**src/rtl/pipeline_pkg.sv**
```systemverilog
// Shared widths, constants and the ID/EX payload layout for the pipeline registers.
package pipeline_pkg;

    localparam int unsigned DATA_W        = 32;
    localparam int unsigned CTRL_W        = 8;
    localparam int unsigned REG_W         = 5;
    localparam int unsigned CNT_W_DEFAULT = 16;

    localparam logic [REG_W-1:0]  REG_ZERO    = 5'd0;
    localparam logic [CTRL_W-1:0] BUBBLE_CTRL = '0;

    typedef struct packed {
        logic [DATA_W-1:0] pc_plus4;
        logic [DATA_W-1:0] rs_data;
        logic [DATA_W-1:0] rt_data;
        logic [DATA_W-1:0] imm;
        logic [REG_W-1:0]  rs;
        logic [REG_W-1:0]  rt;
        logic [REG_W-1:0]  rd;
        logic              mem_read;
        logic [CTRL_W-1:0] ctrl;
    } ex_payload_t;

    localparam ex_payload_t BUBBLE_PAYLOAD = '0;

endpackage

```
**src/rtl/id_ex_stage_reg_if.sv**
```systemverilog
// ID-side inputs and EX-side outputs of the ID/EX stage register.
interface id_ex_stage_reg_if import pipeline_pkg::*; #(
    parameter int unsigned CNT_W = CNT_W_DEFAULT
);
    logic              id_valid;
    logic [DATA_W-1:0] id_pc_plus4;
    logic [DATA_W-1:0] id_rs_data;
    logic [DATA_W-1:0] id_rt_data;
    logic [DATA_W-1:0] id_imm_ext;
    logic [REG_W-1:0]  id_rs;
    logic [REG_W-1:0]  id_rt;
    logic [REG_W-1:0]  id_rd;
    logic              id_uses_rs;
    logic              id_uses_rt;
    logic              id_mem_read;
    logic [CTRL_W-1:0] id_ctrl;
    logic              hold_in;
    logic              flush_in;

    logic              ex_valid;
    logic [DATA_W-1:0] ex_pc_plus4;
    logic [DATA_W-1:0] ex_rs_data;
    logic [DATA_W-1:0] ex_rt_data;
    logic [DATA_W-1:0] ex_imm;
    logic [REG_W-1:0]  ex_rs;
    logic [REG_W-1:0]  ex_rt;
    logic [REG_W-1:0]  ex_rd;
    logic              ex_mem_read;
    logic [CTRL_W-1:0] ex_ctrl;
    logic              id_stall;
    logic [CNT_W-1:0]  bubble_count;

    modport master (
        output id_valid, id_pc_plus4, id_rs_data, id_rt_data, id_imm_ext,
               id_rs, id_rt, id_rd, id_uses_rs, id_uses_rt, id_mem_read, id_ctrl,
               hold_in, flush_in,
        input  ex_valid, ex_pc_plus4, ex_rs_data, ex_rt_data, ex_imm,
               ex_rs, ex_rt, ex_rd, ex_mem_read, ex_ctrl, id_stall, bubble_count
    );

    modport slave (
        input  id_valid, id_pc_plus4, id_rs_data, id_rt_data, id_imm_ext,
               id_rs, id_rt, id_rd, id_uses_rs, id_uses_rt, id_mem_read, id_ctrl,
               hold_in, flush_in,
        output ex_valid, ex_pc_plus4, ex_rs_data, ex_rt_data, ex_imm,
               ex_rs, ex_rt, ex_rd, ex_mem_read, ex_ctrl, id_stall, bubble_count
    );

endinterface

```
**src/rtl/load_use_detect.sv**
```systemverilog
// Flags an ID instruction that reads the destination of a load currently in EX.
module load_use_detect
    import pipeline_pkg::*;
(
    input  logic             id_valid,
    input  logic [REG_W-1:0] id_rs,
    input  logic [REG_W-1:0] id_rt,
    input  logic             id_uses_rs,
    input  logic             id_uses_rt,
    input  logic             ex_valid,
    input  logic             ex_mem_read,
    input  logic [REG_W-1:0] ex_rt,
    output logic             load_use_c
);

    logic rs_hit_c;
    logic rt_hit_c;

    assign rs_hit_c   = id_uses_rs && (id_rs == ex_rt);
    assign rt_hit_c   = id_uses_rt && (id_rt == ex_rt);
    // $0 is hardwired, so a load targeting it never produces a dependency
    assign load_use_c = id_valid && ex_valid && ex_mem_read && (ex_rt != REG_ZERO)
                        && (rs_hit_c || rt_hit_c);

endmodule

```
**src/rtl/id_ex_stage_reg.sv**
```systemverilog
// ID/EX pipeline register with load-use bubble insertion, hold and flush.
module id_ex_stage_reg
    import pipeline_pkg::*;
#(
    parameter int unsigned CNT_W = CNT_W_DEFAULT
) (
    input  logic             clk,
    input  logic             rst,
    id_ex_stage_reg_if.slave bus
);

    localparam logic [CNT_W-1:0] CNT_MAX = '1;

    ex_payload_t      ex_q;
    ex_payload_t      ex_d;
    logic             ex_valid_q;
    logic             ex_valid_d;
    logic [CNT_W-1:0] cnt_q;
    logic [CNT_W-1:0] cnt_d;
    logic             load_use_c;

    load_use_detect u_load_use_detect (
        .id_valid    (bus.id_valid),
        .id_rs       (bus.id_rs),
        .id_rt       (bus.id_rt),
        .id_uses_rs  (bus.id_uses_rs),
        .id_uses_rt  (bus.id_uses_rt),
        .ex_valid    (ex_valid_q),
        .ex_mem_read (ex_q.mem_read),
        .ex_rt       (ex_q.rt),
        .load_use_c  (load_use_c)
    );

    // Next-state: flush beats hold, hold beats load-use, otherwise capture ID
    always_comb begin
        ex_valid_d = ex_valid_q;
        ex_d       = ex_q;
        cnt_d      = cnt_q;
        if (bus.flush_in) begin
            ex_valid_d = 1'b0;
            ex_d       = BUBBLE_PAYLOAD;
        end else if (!bus.hold_in) begin
            if (load_use_c) begin
                ex_valid_d = 1'b0;
                ex_d       = BUBBLE_PAYLOAD;
                cnt_d      = (cnt_q == CNT_MAX) ? cnt_q : cnt_q + CNT_W'(1);
            end else begin
                ex_valid_d    = bus.id_valid;
                ex_d.pc_plus4 = bus.id_pc_plus4;
                ex_d.rs_data  = bus.id_rs_data;
                ex_d.rt_data  = bus.id_rt_data;
                ex_d.imm      = bus.id_imm_ext;
                ex_d.rs       = bus.id_rs;
                ex_d.rt       = bus.id_rt;
                ex_d.rd       = bus.id_rd;
                ex_d.mem_read = bus.id_valid & bus.id_mem_read;
                ex_d.ctrl     = bus.id_valid ? bus.id_ctrl : BUBBLE_CTRL;
            end
        end
    end

    always_ff @(posedge clk) begin
        if (rst) begin
            ex_valid_q <= 1'b0;
            ex_q       <= BUBBLE_PAYLOAD;
            cnt_q      <= '0;
        end else begin
            ex_valid_q <= ex_valid_d;
            ex_q       <= ex_d;
            cnt_q      <= cnt_d;
        end
    end

    // A flush must never be blocked, so it suppresses the stall
    assign bus.id_stall     = ~rst & ~bus.flush_in & (bus.hold_in | load_use_c);

    assign bus.ex_valid     = ex_valid_q;
    assign bus.ex_pc_plus4  = ex_q.pc_plus4;
    assign bus.ex_rs_data   = ex_q.rs_data;
    assign bus.ex_rt_data   = ex_q.rt_data;
    assign bus.ex_imm       = ex_q.imm;
    assign bus.ex_rs        = ex_q.rs;
    assign bus.ex_rt        = ex_q.rt;
    assign bus.ex_rd        = ex_q.rd;
    assign bus.ex_mem_read  = ex_q.mem_read;
    assign bus.ex_ctrl      = ex_q.ctrl;
    assign bus.bubble_count = cnt_q;

endmodule

```
**src/flat_wrapper.sv**
```systemverilog
// flat-port wrapper written by rule: the top's interface ports become plain ports
module id_ex_stage_reg_flat import pipeline_pkg::*;
#(
    parameter int unsigned CNT_W = CNT_W_DEFAULT
)
  (clk, rst, bus_id_valid, bus_id_pc_plus4, bus_id_rs_data, bus_id_rt_data, bus_id_imm_ext, bus_id_rs, bus_id_rt, bus_id_rd, bus_id_uses_rs, bus_id_uses_rt, bus_id_mem_read, bus_id_ctrl, bus_hold_in, bus_flush_in, bus_ex_valid, bus_ex_pc_plus4, bus_ex_rs_data, bus_ex_rt_data, bus_ex_imm, bus_ex_rs, bus_ex_rt, bus_ex_rd, bus_ex_mem_read, bus_ex_ctrl, bus_id_stall, bus_bubble_count);
  id_ex_stage_reg_if #(.CNT_W(CNT_W)) bus_i ();
  input  logic clk;
  input  logic rst;
  input wire logic [$bits(bus_i.id_valid)-1:0] bus_id_valid;
  input wire logic [$bits(bus_i.id_pc_plus4)-1:0] bus_id_pc_plus4;
  input wire logic [$bits(bus_i.id_rs_data)-1:0] bus_id_rs_data;
  input wire logic [$bits(bus_i.id_rt_data)-1:0] bus_id_rt_data;
  input wire logic [$bits(bus_i.id_imm_ext)-1:0] bus_id_imm_ext;
  input wire logic [$bits(bus_i.id_rs)-1:0] bus_id_rs;
  input wire logic [$bits(bus_i.id_rt)-1:0] bus_id_rt;
  input wire logic [$bits(bus_i.id_rd)-1:0] bus_id_rd;
  input wire logic [$bits(bus_i.id_uses_rs)-1:0] bus_id_uses_rs;
  input wire logic [$bits(bus_i.id_uses_rt)-1:0] bus_id_uses_rt;
  input wire logic [$bits(bus_i.id_mem_read)-1:0] bus_id_mem_read;
  input wire logic [$bits(bus_i.id_ctrl)-1:0] bus_id_ctrl;
  input wire logic [$bits(bus_i.hold_in)-1:0] bus_hold_in;
  input wire logic [$bits(bus_i.flush_in)-1:0] bus_flush_in;
  output wire logic [$bits(bus_i.ex_valid)-1:0] bus_ex_valid;
  output wire logic [$bits(bus_i.ex_pc_plus4)-1:0] bus_ex_pc_plus4;
  output wire logic [$bits(bus_i.ex_rs_data)-1:0] bus_ex_rs_data;
  output wire logic [$bits(bus_i.ex_rt_data)-1:0] bus_ex_rt_data;
  output wire logic [$bits(bus_i.ex_imm)-1:0] bus_ex_imm;
  output wire logic [$bits(bus_i.ex_rs)-1:0] bus_ex_rs;
  output wire logic [$bits(bus_i.ex_rt)-1:0] bus_ex_rt;
  output wire logic [$bits(bus_i.ex_rd)-1:0] bus_ex_rd;
  output wire logic [$bits(bus_i.ex_mem_read)-1:0] bus_ex_mem_read;
  output wire logic [$bits(bus_i.ex_ctrl)-1:0] bus_ex_ctrl;
  output wire logic [$bits(bus_i.id_stall)-1:0] bus_id_stall;
  output wire logic [$bits(bus_i.bubble_count)-1:0] bus_bubble_count;
  assign bus_i.id_valid = bus_id_valid;
  assign bus_i.id_pc_plus4 = bus_id_pc_plus4;
  assign bus_i.id_rs_data = bus_id_rs_data;
  assign bus_i.id_rt_data = bus_id_rt_data;
  assign bus_i.id_imm_ext = bus_id_imm_ext;
  assign bus_i.id_rs = bus_id_rs;
  assign bus_i.id_rt = bus_id_rt;
  assign bus_i.id_rd = bus_id_rd;
  assign bus_i.id_uses_rs = bus_id_uses_rs;
  assign bus_i.id_uses_rt = bus_id_uses_rt;
  assign bus_i.id_mem_read = bus_id_mem_read;
  assign bus_i.id_ctrl = bus_id_ctrl;
  assign bus_i.hold_in = bus_hold_in;
  assign bus_i.flush_in = bus_flush_in;
  assign bus_ex_valid = bus_i.ex_valid;
  assign bus_ex_pc_plus4 = bus_i.ex_pc_plus4;
  assign bus_ex_rs_data = bus_i.ex_rs_data;
  assign bus_ex_rt_data = bus_i.ex_rt_data;
  assign bus_ex_imm = bus_i.ex_imm;
  assign bus_ex_rs = bus_i.ex_rs;
  assign bus_ex_rt = bus_i.ex_rt;
  assign bus_ex_rd = bus_i.ex_rd;
  assign bus_ex_mem_read = bus_i.ex_mem_read;
  assign bus_ex_ctrl = bus_i.ex_ctrl;
  assign bus_id_stall = bus_i.id_stall;
  assign bus_bubble_count = bus_i.bubble_count;
  id_ex_stage_reg #(.CNT_W(CNT_W)) u_core (.clk(clk), .rst(rst), .bus(bus_i));
endmodule
```
**config.mk**
```make
export PLATFORM = sky130hd
export DESIGN_NAME = id_ex_stage_reg_flat
export DESIGN_NICKNAME = d
export VERILOG_FILES = /design/src/rtl/pipeline_pkg.sv /design/src/rtl/id_ex_stage_reg_if.sv /design/src/rtl/load_use_detect.sv /design/src/rtl/id_ex_stage_reg.sv /design/src/flat_wrapper.sv
export SDC_FILE = /design/constraint.sdc
export NUM_CORES = 1
export LEC_CHECK = 0
export CORE_MARGIN = 2
export CORE_UTILIZATION = 37
export DETAILED_ROUTE_END_ITERATION = 8
export PLACE_DENSITY = 0.83
export SLEW_MARGIN = 25
export SYNTH_ARGS = -nofsm -noshare
export SYNTH_HDL_FRONTEND = slang
export SYNTH_SLANG_ARGS = --single-unit
export TNS_END_PERCENT = 1
```
**constraint.sdc**
```tcl
create_clock -name clk -period 5.9 [get_ports clk]
set_input_delay 1.18 -clock clk [delete_from_list [all_inputs] [get_ports clk]]
set_output_delay 1.18 -clock clk [all_outputs]
set_load 0.005 [all_outputs]
```
==> qor.yml, run 1 <==
hold_path:
  hp-class: "reg2reg"
grt:
  overflow: 0
  grt_antenna_before_repair: 0
  grt_pass1_vias: 5168
  grt_max_degree: 68
  grt_pass1_wl_mm: 27.8
  grt_use_total_pct: 21.8
status:
  status: "finished, final reports clean"
drt:
  routed_wl_mm: 18.4
  wl_per_cell_um: 18.8
  drtIter0Drc: 295
  post-route-drc-count: 0
  via_per_inst: 5.30
  drt.antenna.violating_nets: 0
  num_vias: 5180
  dr.pass1.iters: 6
cells_and_area:
  final_cells: 978
  regArea_um2: 3380
  nNetsFinal: 945
  drive_above_1_share_pct: 5.16
  fill_cells: 1114
  syn2layout_area_growth_pct: 70.3
  antenna_cells: 0
  multi_input_area_um2: 2050
clock_network:
  ctsResizeCount: 0
  clk_latency_ns: 0.42
  cts_root_buf: "clkbuf_16"
  clock-sinks: 169
  ctsHoldBuffers: 0
  cts_made_buffers: 17
  cts_tree: "yes"
  cts_setup_buffers: 0
  ctsLongestPathBuffers: 2
  h-tree-depth: 4
  path_clk_slew_ns: 0.06
die:
  core-area_um2: 14600
  rows: 44
  start_util_pct: 38.3
  die_h_um: 127
  die_x_um: 127
  ioPinCount: 329
  die_area_um2: 16100
power:
  p_leak_uw: 0.00352
  p_per_area_nw_per_um2: 261
  irDropWorstVdd_mv: 0.169
placement:
  port_buffers: 328
  dp_hpwl_mm: 13.2
  gp_congestion: 0.878
  placed_cells: 950
critical_path:
  critPathKind: "in2out"
  cp.required_ns: 4.72
  cp_max_fo: 3
  crit_arrival_ns: 3.37
  critPathCaptureType: "primary output"
  startpoint_type: "primary input"
synth:
  yosys_most_used_dff: "dfxtp_1"
  syn-num-nets: 630
  syn_area_per_cell_um2: 11.9
  yosysTopAreaCellShare_pct: 60.4
  synth_common_cells: "dfxtp_1, a22o_1, clkbuf_1"
  synth_area_leader_cell: "dfxtp_1"
  synth_enable_flop_cells: 0
  synth.area.top_cells: "dfxtp_1, a22o_1, clkbuf_1"
  synth-seq-cells: 169
  async_flop_share_pct: 0
  yosysSeqAreaShare_pct: 60.4
  netlist_area_um2: 5600
  yosysMostFrequentCell: "dfxtp_1"
  synth_cell_type_count: 34
  synthCells: 470
  ys_warn_count: 0
sta:
  slew_headroom_pct: 40.7
  finalSetupViolCount: 0
  post-route-period-util_pct: 77.1
  setup_tns_ns: 0
  drv_slew: 0
  rsz0062_at_grt: "no"
  period_needed_ns: 4.55
  worst_pin_slew_ns: 0.888
  hold_viol_final: 0
  skew_ns: 0.00596
  fmax_mhz: 220
job:
  max_cap_violations: 0
through the flow:
step           total power (µW)  setup slack, ns  hold WS [ns]  instance area, µm²  util, %
2_1_floorplan              1280             2.68         0.466                5600        -
3_3_place_gp               1470             1.39         0.455                9000     61.5
3_5_place_dp               1480             1.38         0.456                9000     61.5
4_1_cts                    2510             1.36         0.475                9540     65.2
5_1_grt                    2560             1.17         0.487                9540     65.2
6_report                   2490             1.35         0.470                9540     65.2
flip-flops by register name (all words and copies together), names as in the netlist, 5 cells and up:
| register | flops |
|---|---|
| u_core.bus.ex_ctrl | 8 |
| u_core.bus.ex_rs_data | 32 |
| u_core.bus.bubble_count | 16 |
| u_core.bus.ex_rd | 5 |
| u_core.bus.ex_pc_plus4 | 32 |
| u_core.bus.ex_imm | 32 |
| u_core.bus.ex_rs | 5 |
| u_core.bus.ex_rt | 5 |
| u_core.bus.ex_rt_data | 32 |
report_power, final:
group          switching, µW  total, µW  leakage (µW)  internal [µW]
registers               20.4       1200       0.00138           1180
clock network            429       1030      0.000258            602
logic                   81.3        260       0.00189            179
worst max-delay path, stage by stage:
cell,delay [ns]
clkdlybuf4s50_1,0.51
xnor2_1,0.13
nand4_1,0.14
o22ai_1,0.42
a21oi_1,0.14
nor3_1,0.27
clkdlybuf4s50_1,0.59
area by class of cell:
class / count / share of cell area (%)
Clock buffer: 20 / 4.89
Clock inverter: 8 / 0.787
Inverter: 2 / 0.0787
Multi-Input combinational cell: 261 / 21.5
Sequential cell: 169 / 35.5
Tap cell: 184 / 2.41
Timing Repair Buffer: 334 / 34.9
cell usage in the layout, fill, tap and decap left out, types with 2 or more instances in the layout:
master | netlist | final
mux2_1 | 5 | 5
clkbuf_16 | 0 | 17
a21oi_1 | 11 | 11
clkinvlp_4 | 0 | 4
xnor2_1 | 10 | 10
clkbuf_8 | 0 | 3
a22o_1 | 152 | 152
o21ai_0 | 3 | 3
dfxtp_1 | 169 | 169
inv_1 | 2 | 2
nor2b_1 | 6 | 6
o31ai_1 | 6 | 6
nand4_1 | 8 | 8
clkdlybuf4s50_1 | 0 | 328
or4_1 | 7 | 7
nor3_1 | 5 | 5
buf_4 | 4 | 6
nand3_1 | 7 | 7
or3_1 | 3 | 3
nor2_1 | 13 | 13
nor4_1 | 2 | 2
clkinv_2 | 0 | 3
nand2_1 | 9 | 9
kinds of logic after synthesis:
group / after synthesis / share of synthesized area (%)
AOI/OAI and AO/OA: 179 / 27.2
xor gates and xnor gates: 10 / 1.56
adders and majority gates: 1 / 0.223
buffers and inverters: 40 / 3.06
DFF: 169 / 60.4
muxes: 6 / 1.21
and+or+nand+nor: 65 / 6.34
path summary, 6_finish.rpt:
path,from,endpoint,slack (ns),depth (start not counted)
worst max-delay path,bus_id_rs[1],bus_id_stall,1.35,7
worst min-delay path,u_core.bus.ex_imm[15],u_core.bus.ex_imm[15],0.47,1
worst max register to register,u_core.bus.ex_rt[4],u_core.bus.bubble_count[7],3.32,5
worst min register to register,u_core.bus.ex_imm[15],u_core.bus.ex_imm[15],0.47,1
per-layer routing:
metal,up-vias,track usage [%],wire length (µm)
met1,2453,25.8,7370
met4,0,8.40,507
met5,-,0,0
met2,259,36.5,8890
met3,40,7.58,1620
li1,2428,-,-
Power figures use the tool's default switching activity.
==> inputs of run 2 (changes only) <==
- clock period: 5.9 -> 4.65 ns (I/O delays scaled with it)
==> qor.yml, run 2 (synthesis results as in run 1) <==
job:
  max_cap_violations: 0  # unchanged
sta:
  rsz0062_at_grt: "no"
  skew_ns: 0.00711  # +0.00115 ns
  finalSetupViolCount: 0  # unchanged
  slew_headroom_pct: 44.1  # +3.3 points
  fmax_mhz: 247
  hold_viol_final: 0  # unchanged
  period_needed_ns: 4.05
  post-route-period-util_pct: 87.0
  drv_slew: 0  # unchanged
  worst_pin_slew_ns: 0.838  # -0.0500 ns
  setup_tns_ns: 0  # unchanged
clock_network:
  clock-sinks: 169  # unchanged
  cts_tree: "yes"
  cts_made_buffers: 17  # unchanged
  cts_root_buf: "clkbuf_16"
  cts_setup_buffers: 0  # unchanged
  h-tree-depth: 4  # unchanged
  path_clk_slew_ns: 0.06  # about the same
  ctsHoldBuffers: 0  # unchanged
  ctsResizeCount: 0  # unchanged
  ctsLongestPathBuffers: 2  # unchanged
  clk_latency_ns: 0.41  # about the same
die:
  start_util_pct: 38.3  # unchanged
  rows: 44  # unchanged
  die_h_um: 127  # unchanged
  core-area_um2: 14600  # unchanged
  ioPinCount: 329  # unchanged
  die_x_um: 127  # unchanged
  die_area_um2: 16100  # unchanged
drt:
  wl_per_cell_um: 18.7  # -0.43%
  drt.antenna.violating_nets: 0  # unchanged
  post-route-drc-count: 0  # unchanged
  dr.pass1.iters: 7  # +1
  via_per_inst: 5.25  # -0.91%
  routed_wl_mm: 18.3  # -0.33%
  num_vias: 5138  # -0.81%
  drtIter0Drc: 320  # +8.5%
critical_path:
  critPathSlowestCell: "clkdlybuf4s50_1"
  critPathCaptureType: "primary output"
  crit_chain: "clkdlybuf4s50_1 -> xnor2_1 -> nand4_1 -> o22ai_1 -> a21oi_1 -> nor3_1 -> clkdlybuf4s50_1"
  cp.required_ns: 3.72  # -1.00 ns
  critPathKind: "in2out"
  cp_max_fo: 3  # unchanged
  crit_top_cell: "clkdlybuf4s50_1"
  r2r_slack_ns: 2.11  # -1.21 ns
  crit_arrival_ns: 3.12  # -0.25 ns
  slowest_delay_ns: 0.57  # -0.02 ns
  startpoint_type: "primary input"
grt:
  grt_pass1_vias: 5221  # +1.0%
  overflow: 0  # unchanged
  grt_max_degree: 106  # +56%
  grt_use_total_pct: 21.9  # +0.12 points
  grt_pass1_wl_mm: 28.1  # +1.1%
  grt_antenna_before_repair: 0  # unchanged
cells_and_area:
  nNetsFinal: 943  # -0.21%
  drive_above_1_share_pct: 5.16  # -0.0065 points
  antenna_cells: 0  # unchanged
  final_common_cell: "clkdlybuf4s50_1"
  syn2layout_area_growth_pct: 70.4  # about the same
  layout_common_cells: "clkdlybuf4s50_1, dfxtp_1, a22o_1, clkbuf_16, nor2_1"
power:
  power.total_uw: 3160  # +27%
  irDropWorstVdd_mv: 0.230  # +37%
  p_leak_uw: 0.00351  # -0.27%
  p_per_area_nw_per_um2: 331  # +27%
status:
  status: "finished, final reports clean"
placement:
  gp_congestion: 0.899  # +2.4%
  dp_hpwl_mm: 13.0  # -1.3%
  port_buffers: 328  # unchanged
hold_path:
  hp-class: "reg2reg"
[run 2: cell count changes in the layout (fill, tap and decap cells not counted), sizes merged]
cell,change
clkbuf,-2
clkinvlp,+1
buf,-2
inv,+4
[run 2: per-stage QoR]
| step | std cells | setup slack (ns) | util [%] | cell area (µm²) | hold slack (ns) |
|---|---|---|---|---|---|
| after floorplan | 470 | 1.93 | - | 5600 | 0.466 |
| after global placement | 948 | 0.633 | 61.4 | 9000 | 0.455 |
| after detailed placement | 948 | 0.629 | 61.4 | 9000 | 0.453 |
| after CTS | 979 | 0.611 | 65.2 | 9550 | 0.477 |
| after global routing | 979 | 0.467 | 65.2 | 9550 | 0.485 |
| final | 979 | 0.602 | 65.2 | 9550 | 0.472 |
[run 2: layer usage]
layer	vias up	global-route usage, %	routed length (µm)
met5	-	0	0
met4	0	9.50	518
met3	39	7.41	1590
met2	257	37.4	9130
met1	2413	25.0	7080
li1	2429	-	-
[run 2: worst max-delay path: cells and delay by family]
kind / cells / cell delay, ns
buffers and inverters: 2 / 1.09
AO/OA/AOI/OAI: 2 / 0.57
AND/OR/NAND/NOR: 2 / 0.39
XOR/XNOR: 1 / 0.13
[run 2: path summary, 6_finish.rpt]
path                         startpoint                         end  depth (start not counted)
setup / recovery           bus_id_rs[1]                bus_id_stall                          7
hold / removal    u_core.bus.ex_imm[22]       u_core.bus.ex_imm[22]                          1
setup reg to reg    u_core.bus.ex_rt[3]  u_core.bus.bubble_count[7]                          5
hold reg to reg   u_core.bus.ex_imm[22]       u_core.bus.ex_imm[22]                          1
[run 2: final cells by class]
type,count,area [µm²]
inverter,2,7.51
timing repair buffer,332,3330
clock inverter,13,121
clock buffer,18,429
sequential,169,3380
fill,1074,5090
multi-input combinational,261,2050
tap,184,230
[run 2: power by group]
part,switching (µW),internal (µW),leakage (µW)
Clock,576,739,0.000256
Combinational,102,227,0.00188
Sequential,26.4,1490,0.00138
Total,705,2460,0.00351
